--- config.mk ---
export PLATFORM = sky130hd
export DESIGN_NAME = blink_bank_flat
export DESIGN_NICKNAME = d
export VERILOG_FILES = /design/src/rtl/blink_pkg.sv /design/src/rtl/blink_if.sv /design/src/rtl/blink_channel.sv /design/src/rtl/blink_bank.sv /design/src/flat_wrapper.sv
export SDC_FILE = /design/constraint.sdc
export NUM_CORES = 1
export LEC_CHECK = 0
export CAP_MARGIN = 40
export CORE_MARGIN = 5
export CORE_UTILIZATION = 37
export CTS_CLUSTER_SIZE = 12
export DETAILED_ROUTE_END_ITERATION = 8
export HOLD_SLACK_MARGIN = 0.12
export SETUP_SLACK_MARGIN = 0.3
export SLEW_MARGIN = 30
export SYNTH_ARGS = -nofsm -noshare
export SYNTH_HDL_FRONTEND = slang
export SYNTH_SLANG_ARGS = --single-unit
--- constraint.sdc ---
create_clock -name clk -period 9.8 [get_ports clk]
set_clock_uncertainty 0.15 [all_clocks]
set_input_delay 1.96 -clock clk [delete_from_list [all_inputs] [get_ports clk]]
set_output_delay 1.96 -clock clk [all_outputs]
set_load 0.03 [all_outputs]
--- src/rtl/blink_pkg.sv ---
// Shared mode encodings and small helpers for the blink_bank LED driver.
package blink_pkg;

    localparam int MODE_W = 2;

    typedef logic [MODE_W-1:0] mode_t;

    localparam mode_t MODE_OFF     = 2'b00;
    localparam mode_t MODE_ON      = 2'b01;
    localparam mode_t MODE_BLINK   = 2'b10;
    localparam mode_t MODE_ONESHOT = 2'b11;

    // Only the two timed modes advance their phase on a tick.
    function automatic logic is_running(input mode_t mode);
        return (mode == MODE_BLINK) || (mode == MODE_ONESHOT);
    endfunction

endpackage

--- src/rtl/blink_if.sv ---
// Configuration write port: one channel's mode/period/duty per strobe.
interface blink_if
    import blink_pkg::*;
#(
    parameter int CH_W  = 2,
    parameter int CNT_W = 16
);
    logic             cfg_we;
    logic [CH_W-1:0]  cfg_chan;
    mode_t            cfg_mode;
    logic [CNT_W-1:0] cfg_period;
    logic [CNT_W-1:0] cfg_duty;

    modport master (
        output cfg_we, cfg_chan, cfg_mode, cfg_period, cfg_duty
    );

    modport slave (
        input cfg_we, cfg_chan, cfg_mode, cfg_period, cfg_duty
    );

endinterface

--- src/rtl/blink_channel.sv ---
// One blink channel: holds its own mode/period/duty/phase and decodes its LED.
module blink_channel
    import blink_pkg::*;
#(
    parameter int CNT_W = 16
) (
    input  logic             clk,
    input  logic             rst,
    input  logic             tick,
    input  logic             we,
    input  mode_t            mode,
    input  logic [CNT_W-1:0] period,
    input  logic [CNT_W-1:0] duty,
    output logic             blink,
    output logic             done
);

    mode_t            mode_q,   mode_d;
    logic [CNT_W-1:0] period_q, period_d;
    logic [CNT_W-1:0] duty_q,   duty_d;
    logic [CNT_W-1:0] phase_q,  phase_d;
    logic             done_q,   done_d;
    logic [CNT_W-1:0] eff_period;

    assign eff_period = (period_q == '0) ? CNT_W'(1) : period_q;

    // NOTE: every output of this block is given a default first so no path
    // leaves a value unassigned, which would otherwise infer a latch.
    always_comb begin
        mode_d   = mode_q;
        period_d = period_q;
        duty_d   = duty_q;
        phase_d  = phase_q;
        done_d   = 1'b0;
        if (we) begin
            // A write outranks a coincident tick, so an overwritten oneshot never reports done.
            mode_d   = mode;
            period_d = period;
            duty_d   = duty;
            phase_d  = '0;
        end else if (tick && is_running(mode_q)) begin
            if (phase_q >= eff_period - CNT_W'(1)) begin
                phase_d = '0;
                if (mode_q == MODE_ONESHOT) begin
                    mode_d = MODE_OFF;
                    done_d = 1'b1;
                end
            end else begin
                phase_d = phase_q + CNT_W'(1);
            end
        end
    end

    // NOTE: state registers use non-blocking assignments so all flops sample
    // their next values together at the clock edge.
    always_ff @(posedge clk or posedge rst) begin
        if (rst) begin
            mode_q   <= MODE_OFF;
            period_q <= '0;
            duty_q   <= '0;
            phase_q  <= '0;
            done_q   <= 1'b0;
        end else begin
            mode_q   <= mode_d;
            period_q <= period_d;
            duty_q   <= duty_d;
            phase_q  <= phase_d;
            done_q   <= done_d;
        end
    end

    always_comb begin
        blink = 1'b0;
        case (mode_q)
            MODE_OFF:     blink = 1'b0;
            MODE_ON:      blink = 1'b1;
            MODE_BLINK,
            MODE_ONESHOT: blink = (phase_q < duty_q);
            default:      blink = 1'b0;
        endcase
    end

    assign done = done_q;

endmodule

--- src/rtl/blink_bank.sv ---
// Multi-channel LED blinker: a shared prescaler tick drives CHANNELS
// independently configured blink/oneshot channels.
module blink_bank
    import blink_pkg::*;
#(
    parameter int CHANNELS = 4,
    parameter int CNT_W    = 16,
    parameter int PRESCALE = 1000
) (
    input  logic                clk,
    input  logic                rst,
    input  logic                ena,
    blink_if.slave              cfg,
    output logic                tick,
    output logic [CHANNELS-1:0] blink_out,
    output logic [CHANNELS-1:0] oneshot_done
);

    localparam int PS_W = (PRESCALE > 1) ? $clog2(PRESCALE) : 1;
    localparam int CH_W = (CHANNELS > 1) ? $clog2(CHANNELS) : 1;
    localparam logic [PS_W-1:0] PS_MAX = PS_W'(PRESCALE - 1);

    logic [PS_W-1:0]     ps_q;
    logic [CHANNELS-1:0] sel;

    always_ff @(posedge clk or posedge rst) begin
        if (rst) begin
            ps_q <= '0;
        end else if (ena) begin
            ps_q <= (ps_q == PS_MAX) ? '0 : ps_q + PS_W'(1);
        end
    end

    assign tick = ena && (ps_q == PS_MAX);

    genvar i;
    generate
        for (i = 0; i < CHANNELS; i++) begin : g_chan
            // Indices at or above CHANNELS match no channel and are dropped.
            assign sel[i] = cfg.cfg_we && (cfg.cfg_chan == CH_W'(i));

            blink_channel #(
                .CNT_W (CNT_W)
            ) u_chan (
                .clk    (clk),
                .rst    (rst),
                .tick   (tick),
                .we     (sel[i]),
                .mode   (cfg.cfg_mode),
                .period (cfg.cfg_period),
                .duty   (cfg.cfg_duty),
                .blink  (blink_out[i]),
                .done   (oneshot_done[i])
            );
        end
    endgenerate

endmodule
--- src/flat_wrapper.sv ---
// flat-port wrapper written by rule: the top's interface ports become plain ports
module blink_bank_flat import blink_pkg::*;
#(
    parameter int CHANNELS = 4,
    parameter int CNT_W    = 16,
    parameter int PRESCALE = 1000
)
  (clk, rst, ena, tick, blink_out, oneshot_done, cfg_cfg_we, cfg_cfg_chan, cfg_cfg_mode, cfg_cfg_period, cfg_cfg_duty);
  blink_if #(.CNT_W(CNT_W)) cfg_i ();
  input  logic clk;
  input  logic rst;
  input  logic ena;
  output logic tick;
  output logic [CHANNELS-1:0] blink_out;
  output logic [CHANNELS-1:0] oneshot_done;
  input wire logic [$bits(cfg_i.cfg_we)-1:0] cfg_cfg_we;
  input wire logic [$bits(cfg_i.cfg_chan)-1:0] cfg_cfg_chan;
  input wire logic [$bits(cfg_i.cfg_mode)-1:0] cfg_cfg_mode;
  input wire logic [$bits(cfg_i.cfg_period)-1:0] cfg_cfg_period;
  input wire logic [$bits(cfg_i.cfg_duty)-1:0] cfg_cfg_duty;
  assign cfg_i.cfg_we = cfg_cfg_we;
  assign cfg_i.cfg_chan = cfg_cfg_chan;
  assign cfg_i.cfg_mode = cfg_cfg_mode;
  assign cfg_i.cfg_period = cfg_cfg_period;
  assign cfg_i.cfg_duty = cfg_cfg_duty;
  blink_bank #(.CHANNELS(CHANNELS), .CNT_W(CNT_W), .PRESCALE(PRESCALE)) u_core (.clk(clk), .rst(rst), .ena(ena), .cfg(cfg_i), .tick(tick), .blink_out(blink_out), .oneshot_done(oneshot_done));
endmodule
Yosys cells after proc, flatten, opt, wreduce, memory -nomap -nowiden --
Cells that the tools add are included.
Word-level totals: register bits after elaboration 214, input port bits 40, output and inout bits 9, word-level logic and storage cells 149
Operators by class: add/subtract/negate cells 9, order comparisons 8, equality and inequality tests 16, muxes and demuxes 53, reduce and logical (&&, ||, !) cells 42
Operators with widths (count):
- 16-bit 2-to-1 mux | 16
- 16-bit by 1-bit adder with 16-bit output (second input constant) | 4
- 16-bit >= comparator | 4
- 16-bit logical NOT | 4
- 16-bit < comparator | 4
- 16-bit by 1-bit subtractor with 16-bit output (second input constant) | 4
- 2-bit 2-to-1 mux | 16
- 2-bit nonzero test | 12
- 2-bit == test (second input constant) | 10
- 1-bit 2-to-1 mux | 16
- 1-bit one-hot mux with 3 select lines | 4
- 3-bit AND reduction | 4
- 10-bit by 1-bit adder with 10-bit output (second input constant) | 1
- 10-bit == test (second input constant) | 1
- 2-bit by 1-bit == test with 1-bit output (second input constant) | 5
- 2-bit logical NOT | 5
- 10-bit 2-to-1 mux | 1
- 1-bit logical AND | 9
- 2-bit OR reduction | 4
- 1-bit logical OR | 4

Depth between registers and ports, before layout --
Gate-level depths: netlist of the first run.
depth in word-level cells 7, gate-level depth with buffers 20, depth with buffers taken out 19

Modules after synthesis --
Synthesis of the first run repeated with hierarchy kept, for this count alone.
Unflattened totals: cells, all modules 1357, area, all modules 13071.3 µm²
Modules (own cells, without submodules):
- blink_channel at u_core.g_chan[0].u_chan ... | times used 3, cells each 324, area an instance 3128.0 µm², seq. area each 1276.2 µm²
- blink_channel at u_core.g_chan[1].u_chan | times used 1, cells each 320, area an instance 3113.0 µm², seq. area each 1276.2 µm²
- blink_bank | times used 1, cells each 65, area an instance 574.3 µm², seq. area each 250.2 µm²

Worst setup path after synthesis of the first run --
Ideal clock, no wire load.
path type input to output, start input port ena, end output port tick, arrival 2.655 ns, data required time 7.690 ns, slack 5.035 ns, cell stages on the path 2, path buffers 1, cell sequence and4b_1 > clkbuf_1
Between the ends: longest elaborated chain between the ends 1
Ends and longest elaborated chain:
- start, declared | RTL line flat_wrapper.sv:12 | input logic ena;
- 1-bit logical AND | RTL line blink_bank.sv:34 | assign tick = ena && (ps_q == PS_MAX);
- end, declared | RTL line flat_wrapper.sv:13 | output logic tick;
Every way passes these cells.

Worst setup path in the final report of the first run --
Ends and elaborated chain as after synthesis.

==> out/results.tsv, run 1 <==
metric	value	unit
core	35310	um2
ys_warn_count	0	
cts_tree	built	
wl	35830	um
dr.pass1.iters	5	
clk_latency	0.54	ns
grt_use_total	18.37	%
rows	69	
diodes	0	
grt_max_degree	139	
start_util	37.19	%
synth_commonest_cells	nand2_1, dfrtp_1, o21ai_0	
dpl.cell_count	1924	
clockRootBuffer	clkbuf_16	
place_congestion	0.8304	
setup_violations	0	
drtAntennaViolNets	0	
cts_buffer_depth	3	
post-synth-top-count-cell	nand2_1	
ys_ff_latch	214	
hp-class	register to register	
synthCells	1463	
worstPathRequired	7.69	ns
synth_top_area_share	40.78	%
drt-initial-drc-count	743	
critPathMaxStageDelay	0.71	ns
first_global_vias	10230	
wl_per_cell	18.18	um
relSlewSlack	44.22	%
finalNetCount	1668	
via_count	10620	
dieArea	39360	um2
report.final.slew_viol_count	0	
utilization	42.25	%
cts.sinks	214	
worstSetupEndpointType	output pin	
seq_area_frac_synth	40.78	%
htree_levels	1	
cts-resized-gates	0	
synth_flop_cell	dfrtp_1	
via_per_inst	5.389	
io_buffers	48	
design_area	14920	um2
rsz0062_at_grt	false	
cp.arrival	3.83	ns
area_growth	13.62	%
hold_viol_final	0	
p_leak	6.825	nW
fin_crit	5.938	ns
grt-ovfl-total	0	
synth-edff-count	0	
fmax	168.4	MHz
cap_violations	0	
synth_area_leaders	dfrtp_1, ha_1, nand2_1, o21ai_0, mux2_2	
path_max_fanout	12	
cts_buffers	26	
synth_fp_nets	1636	
cp_top_family	buffers and inverters	
antenna_found_initial	0	
dpl.hpwl	24460	um
cp_slowest_cell	clkdlybuf4s50_1	
finalSetupTns	0	ns
syn-cell-area	13130	um2
tightestPinTransition	0.8366	ns
ios	49	
crit_path_start_kind	input port	
worstPathCellList	clkdlybuf4s50_1 -> and4b_1 -> buf_4 -> clkdlybuf4s50_1	
max-vdd-ir-drop	0.1116	mV
grt_pass1_wl	57410	um
fp.dieH	198.4	um
p_per_area	170.9	nW/um2
crit_top_cell	clkdlybuf4s50_1	
hold_buffers	0	
path_clk_slew	0.05	ns
drive_gt1_share	7.152	%
postCtsSetupBuffers	0	
layout.cells.non_filler	1971	
synth_area_per_cell	8.976	um2
crit_type	input port to output pin	
period_share	60.59	%
cp.buffers_inverters	3	
whs	0.3349	ns
drcViolationCount	0	
ys_types	61	
post-synth-top-area-cell	dfrtp_1	
status	completed	
die_x	198.4	um
async_flop_share	100.0	%
postPlaceCellArea	14070	um2
==> worst register-to-register path, stage by stage, from the launching register on <==
cell      delay (ns)
dfrtp_1         0.43
or4_1           0.63
nor4_2          0.25
nand2b_1        0.20
nor2_1          0.16
nor4b_1         0.50
nor2_1          0.13
ha_1            0.24
nand2_1         0.09
or2_2           0.17
nor2_1          0.06
xnor2_1         0.13
ha_1            0.28
o21ai_0         0.15
nor2_1          0.06
a311oi_2        0.28
o21ai_2         0.29
or3_1           0.58
o41ai_2         0.36
==> per-layer routing <==
layer	global-route usage (%)	vias to the layer above	wire length, um
li1	-	5229	-
met2	29.56	205	16270
met4	5.254	0	1117
met5	0	-	0
met3	2.676	58	1752
met1	25.94	5130	16700
==> cell usage in the layout (no fill, tap or decap), types with 9 or more instances in the layout <==
cell type / n
mux2_2: 33
a211oi_1: 9
a21oi_1: 62
dfrtp_1: 214
nand2_1: 235
clkdlybuf4s50_1: 48
nor4_1: 16
and3_1: 21
xor2_1: 13
inv_1: 82
clkbuf_16: 27
a21o_1: 34
a22o_1: 20
nand4_1: 18
a31oi_1: 9
xnor2_1: 37
o21ai_0: 137
nand2b_1: 20
nor2b_1: 16
nand3_1: 45
nor3_1: 42
ha_1: 133
o31ai_1: 28
or3_1: 10
nor2_1: 87
==> final cells by class <==
| type | count | area [um2] |
|---|---|---|
| fillers | 3439 | 20390 |
| multi-input cells | 1110 | 7248 |
| flip-flops and latches | 214 | 5355 |
| clock buffers | 35 | 735.7 |
| repair buffers | 60 | 609.3 |
| well taps | 461 | 576.8 |
| inverters | 83 | 324.1 |
| clock inverters | 8 | 70.07 |
==> cells by family (layout without fill, tap and decap cells) <==
group,count (synthesis),count (layout),share of synthesized area [%]
and+or+nand+nor,558,558,20.17
xor gates and xnor gates,50,50,3.335
DFF,214,214,40.78
buffers and inverters,139,186,4.288
AOI/OAI and AO/OA,333,333,15.69
adders and majority gates,133,133,12.67
muxes,36,36,3.059
==> flip-flops by register name, summed over array words and instances (netlist names) <==
| register | count |
|---|---|
| u_core.g_chan.u_chan.done | 4 |
| u_core.g_chan.u_chan.duty_q | 64 |
| u_core.g_chan.u_chan.mode_q | 8 |
| u_core.g_chan.u_chan.period_q | 64 |
| u_core.g_chan.u_chan.phase_q | 64 |
| u_core.ps_q | 10 |
==> through the flow <==
stage | worst slack (ns) | total power [mW]
after floorplan | 1.839 | 1.471
after global placement | 3.881 | 1.612
after detailed placement | 3.855 | 1.635
after CTS | 3.859 | 2.577
after global routing | 3.803 | 2.712
final | 3.862 | 2.550
==> worst paths after layout <==
check / endpoint / slack, ns / cells after the start / startpoint
max in group asynchronous: u_core.g_chan[2].u_chan.duty_q[0] / 6.29 / 4 / rst
min: u_core.g_chan[2].u_chan.duty_q[0] / 0.33 / 2 / u_core.g_chan[2].u_chan.duty_q[0]
min reg2reg: u_core.g_chan[2].u_chan.duty_q[0] / 0.33 / 2 / u_core.g_chan[2].u_chan.duty_q[0]
max reg2reg: u_core.g_chan[1].u_chan.phase_q[10] / 4.57 / 18 / u_core.g_chan[1].u_chan.period_q[5]
min in group asynchronous: u_core.g_chan[0].u_chan.duty_q[4] / 1.73 / 2 / rst
max: tick / 3.86 / 4 / ena
==> where the power goes <==
part	total, mW	internal (mW)	switching (mW)	leakage [nW]
Clock	0.927	0.547	0.381	0.394
Combinational	0.527	0.225	0.302	3.70
Sequential	1.10	0.996	0.0999	2.73
Note: power is estimated with default switching activity, not from simulation.
==> run 2, diff against run 1 <==
clock period = 5.9 ns   (was 9.8 ns; I/O delays follow)
==> out/results.tsv, run 2 (synthesis results as in run 1) <==
metric	value	unit
path_clk_slew	0.05	ns
final_cell_mix	nand2_1, dfrtp_1, o21ai_0	
crit_type	register to register	
pre_cts_ws	0.8280	ns
via_count	10640	
dpl.hpwl	25070	um
rsz0062_at_grt	false	
cts-resized-gates	0	
diodes	0	
path_max_fanout	19	
reg2reg_to	u_core.g_chan[1].u_chan.phase_q[10]	
clk_latency	0.54	ns
start_util	37.19	%
hold_buffers	0	
first_global_vias	10420	
report.final.slew_viol_count	0	
hp-class	register to register	
drtAntennaViolNets	0	
drt-initial-drc-count	807	
grt_use_total	18.29	%
setup_violations	0	
fmax	198.0	MHz
clockRootBuffer	clkbuf_16	
worst-r2r-cell-count	19	
area_growth	13.43	%
multi_input_area	7229	um2
dr.pass1.iters	7	
dieArea	39360	um2
p_per_area	278.7	nW/um2
register_area	5355	um2
crit_start	u_core.g_chan[1].u_chan.period_q[5]	
grt_pass1_wl	57280	um
drive_gt1_share	7.133	%
hold_viol_final	0	
fp.dieH	198.4	um
wl_per_cell	18.15	um
fillers	3447	
core	35310	um2
cap_violations	0	
reg_top3	u_core.g_chan.u_chan.duty_q x64, u_core.g_chan.u_chan.period_q x64, u_core.g_chan.u_chan.phase_q x64	
grt_max_degree	157	
crit_path_start_kind	register	
crit_end	u_core.g_chan[1].u_chan.phase_q[10]	
r2r_setup_slack	0.85	ns
status	completed	
worstPathRequired	6.17	ns
cts_tree	built	
drcViolationCount	0	
period_share	85.62	%
antenna_found_initial	0	
p_leak	6.823	nW
tightestPinTransition	0.7786	ns
wl	35840	um
io_buffers	48	
setup_ws	0.8484	ns
fin_crit	5.052	ns
finalNetCount	1672	
cts.sinks	214	
postCtsSetupBuffers	0	
max-vdd-ir-drop	0.2127	mV
worstSetupEndpointType	register	
cp.arrival	5.32	ns
finalSetupTns	0	ns
grt-ovfl-total	0	
rows	69	
htree_levels	1	
relSlewSlack	48.10	%
layout_commonest_cell	nand2_1	
cts_buffers	25	
die_x	198.4	um
via_per_inst	5.386	
cts_buffer_depth	3	
place_congestion	0.8211	
timing.rr.start	u_core.g_chan[1].u_chan.period_q[5]	
ios	49	
-- run 2: cell count changes in the layout (fill, tap and decap cells not counted), moves of 2 or more --
cell	change
buf_4	+8
clkbuf_16	-2
clkbuf_8	+3
clkbuf_1	+2
clkinv_2	-2
nor3_2	-2
nor3_1	+2
buf_2	-2
-- run 2: worst min-delay path by stage --
| stage | startpoint | end | slack (ns) | depth (start not counted) |
|---|---|---|---|---|
| after floorplan | u_core.g_chan[2].u_chan.duty_q[0] | u_core.g_chan[2].u_chan.duty_q[0] | 0.30 | 2 |
| after global placement | u_core.g_chan[2].u_chan.duty_q[0] | u_core.g_chan[2].u_chan.duty_q[0] | 0.31 | 2 |
| after detailed placement | u_core.g_chan[2].u_chan.duty_q[0] | u_core.g_chan[2].u_chan.duty_q[0] | 0.32 | 2 |
| after CTS | u_core.g_chan[2].u_chan.duty_q[0] | u_core.g_chan[2].u_chan.duty_q[0] | 0.33 | 2 |
| after global routing | u_core.g_chan[3].u_chan.duty_q[0] | u_core.g_chan[3].u_chan.duty_q[0] | 0.37 | 2 |
| final | u_core.g_chan[2].u_chan.duty_q[0] | u_core.g_chan[2].u_chan.duty_q[0] | 0.33 | 2 |
-- run 2: worst max-delay path, stage by stage, from the launching register on --
cell and delay, ns:
dfrtp_1 0.43, or4_1 0.62, nor4_2 0.24, nand2b_1 0.20, nor2_1 0.15, nor4b_1 0.42, nor2_1 0.13, ha_1 0.23
nand2_1 0.10, or2_2 0.17, nor2_1 0.07, xnor2_1 0.18, ha_1 0.27, o21ai_0 0.15, nor2_1 0.07, a311oi_2 0.27
o21ai_2 0.07, buf_4 0.20, or3_1 0.50, o41ai_2 0.35
-- run 2: metrics by stage --
stage          util, %  total power [mW]  hold slack [ns]  area [um2]  instances
3_3_place_gp     39.84             2.684           0.3138       14070       1929
3_5_place_dp     39.86             2.718           0.3183       14070       1930
4_1_cts          42.01             4.202           0.3309       14830       1972
2_1_floorplan        -             2.444           0.2967       13140       1463
6_report         42.18             4.151           0.3257       14900       1975
5_1_grt          42.18             4.409           0.3706       14900       1975
-- run 2: layer usage --
layer | share of wire [%] | up-vias | track usage, %
met5 | 0 | - | 0
met4 | 3.1 | 0 | 5.662
met3 | 4.8 | 55 | 2.337
met2 | 45 | 224 | 29.68
met1 | 47 | 5104 | 25.66
li1 | - | 5254 | -
-- run 2: layout make-up --
class	instances	share of cell area [%]
multi-input combinational	1110	48.53
sequential	214	35.95
clock buffer	38	4.931
timing repair buffer	65	4.435
tap	461	3.872
inverter	83	2.117
clock inverter	4	0.1596
-- run 2: report_power, final --
| part | internal, mW | switching, mW |
|---|---|---|
| combinational | 0.378 | 0.501 |
| sequential | 1.65 | 0.163 |
| clock | 0.849 | 0.605 |
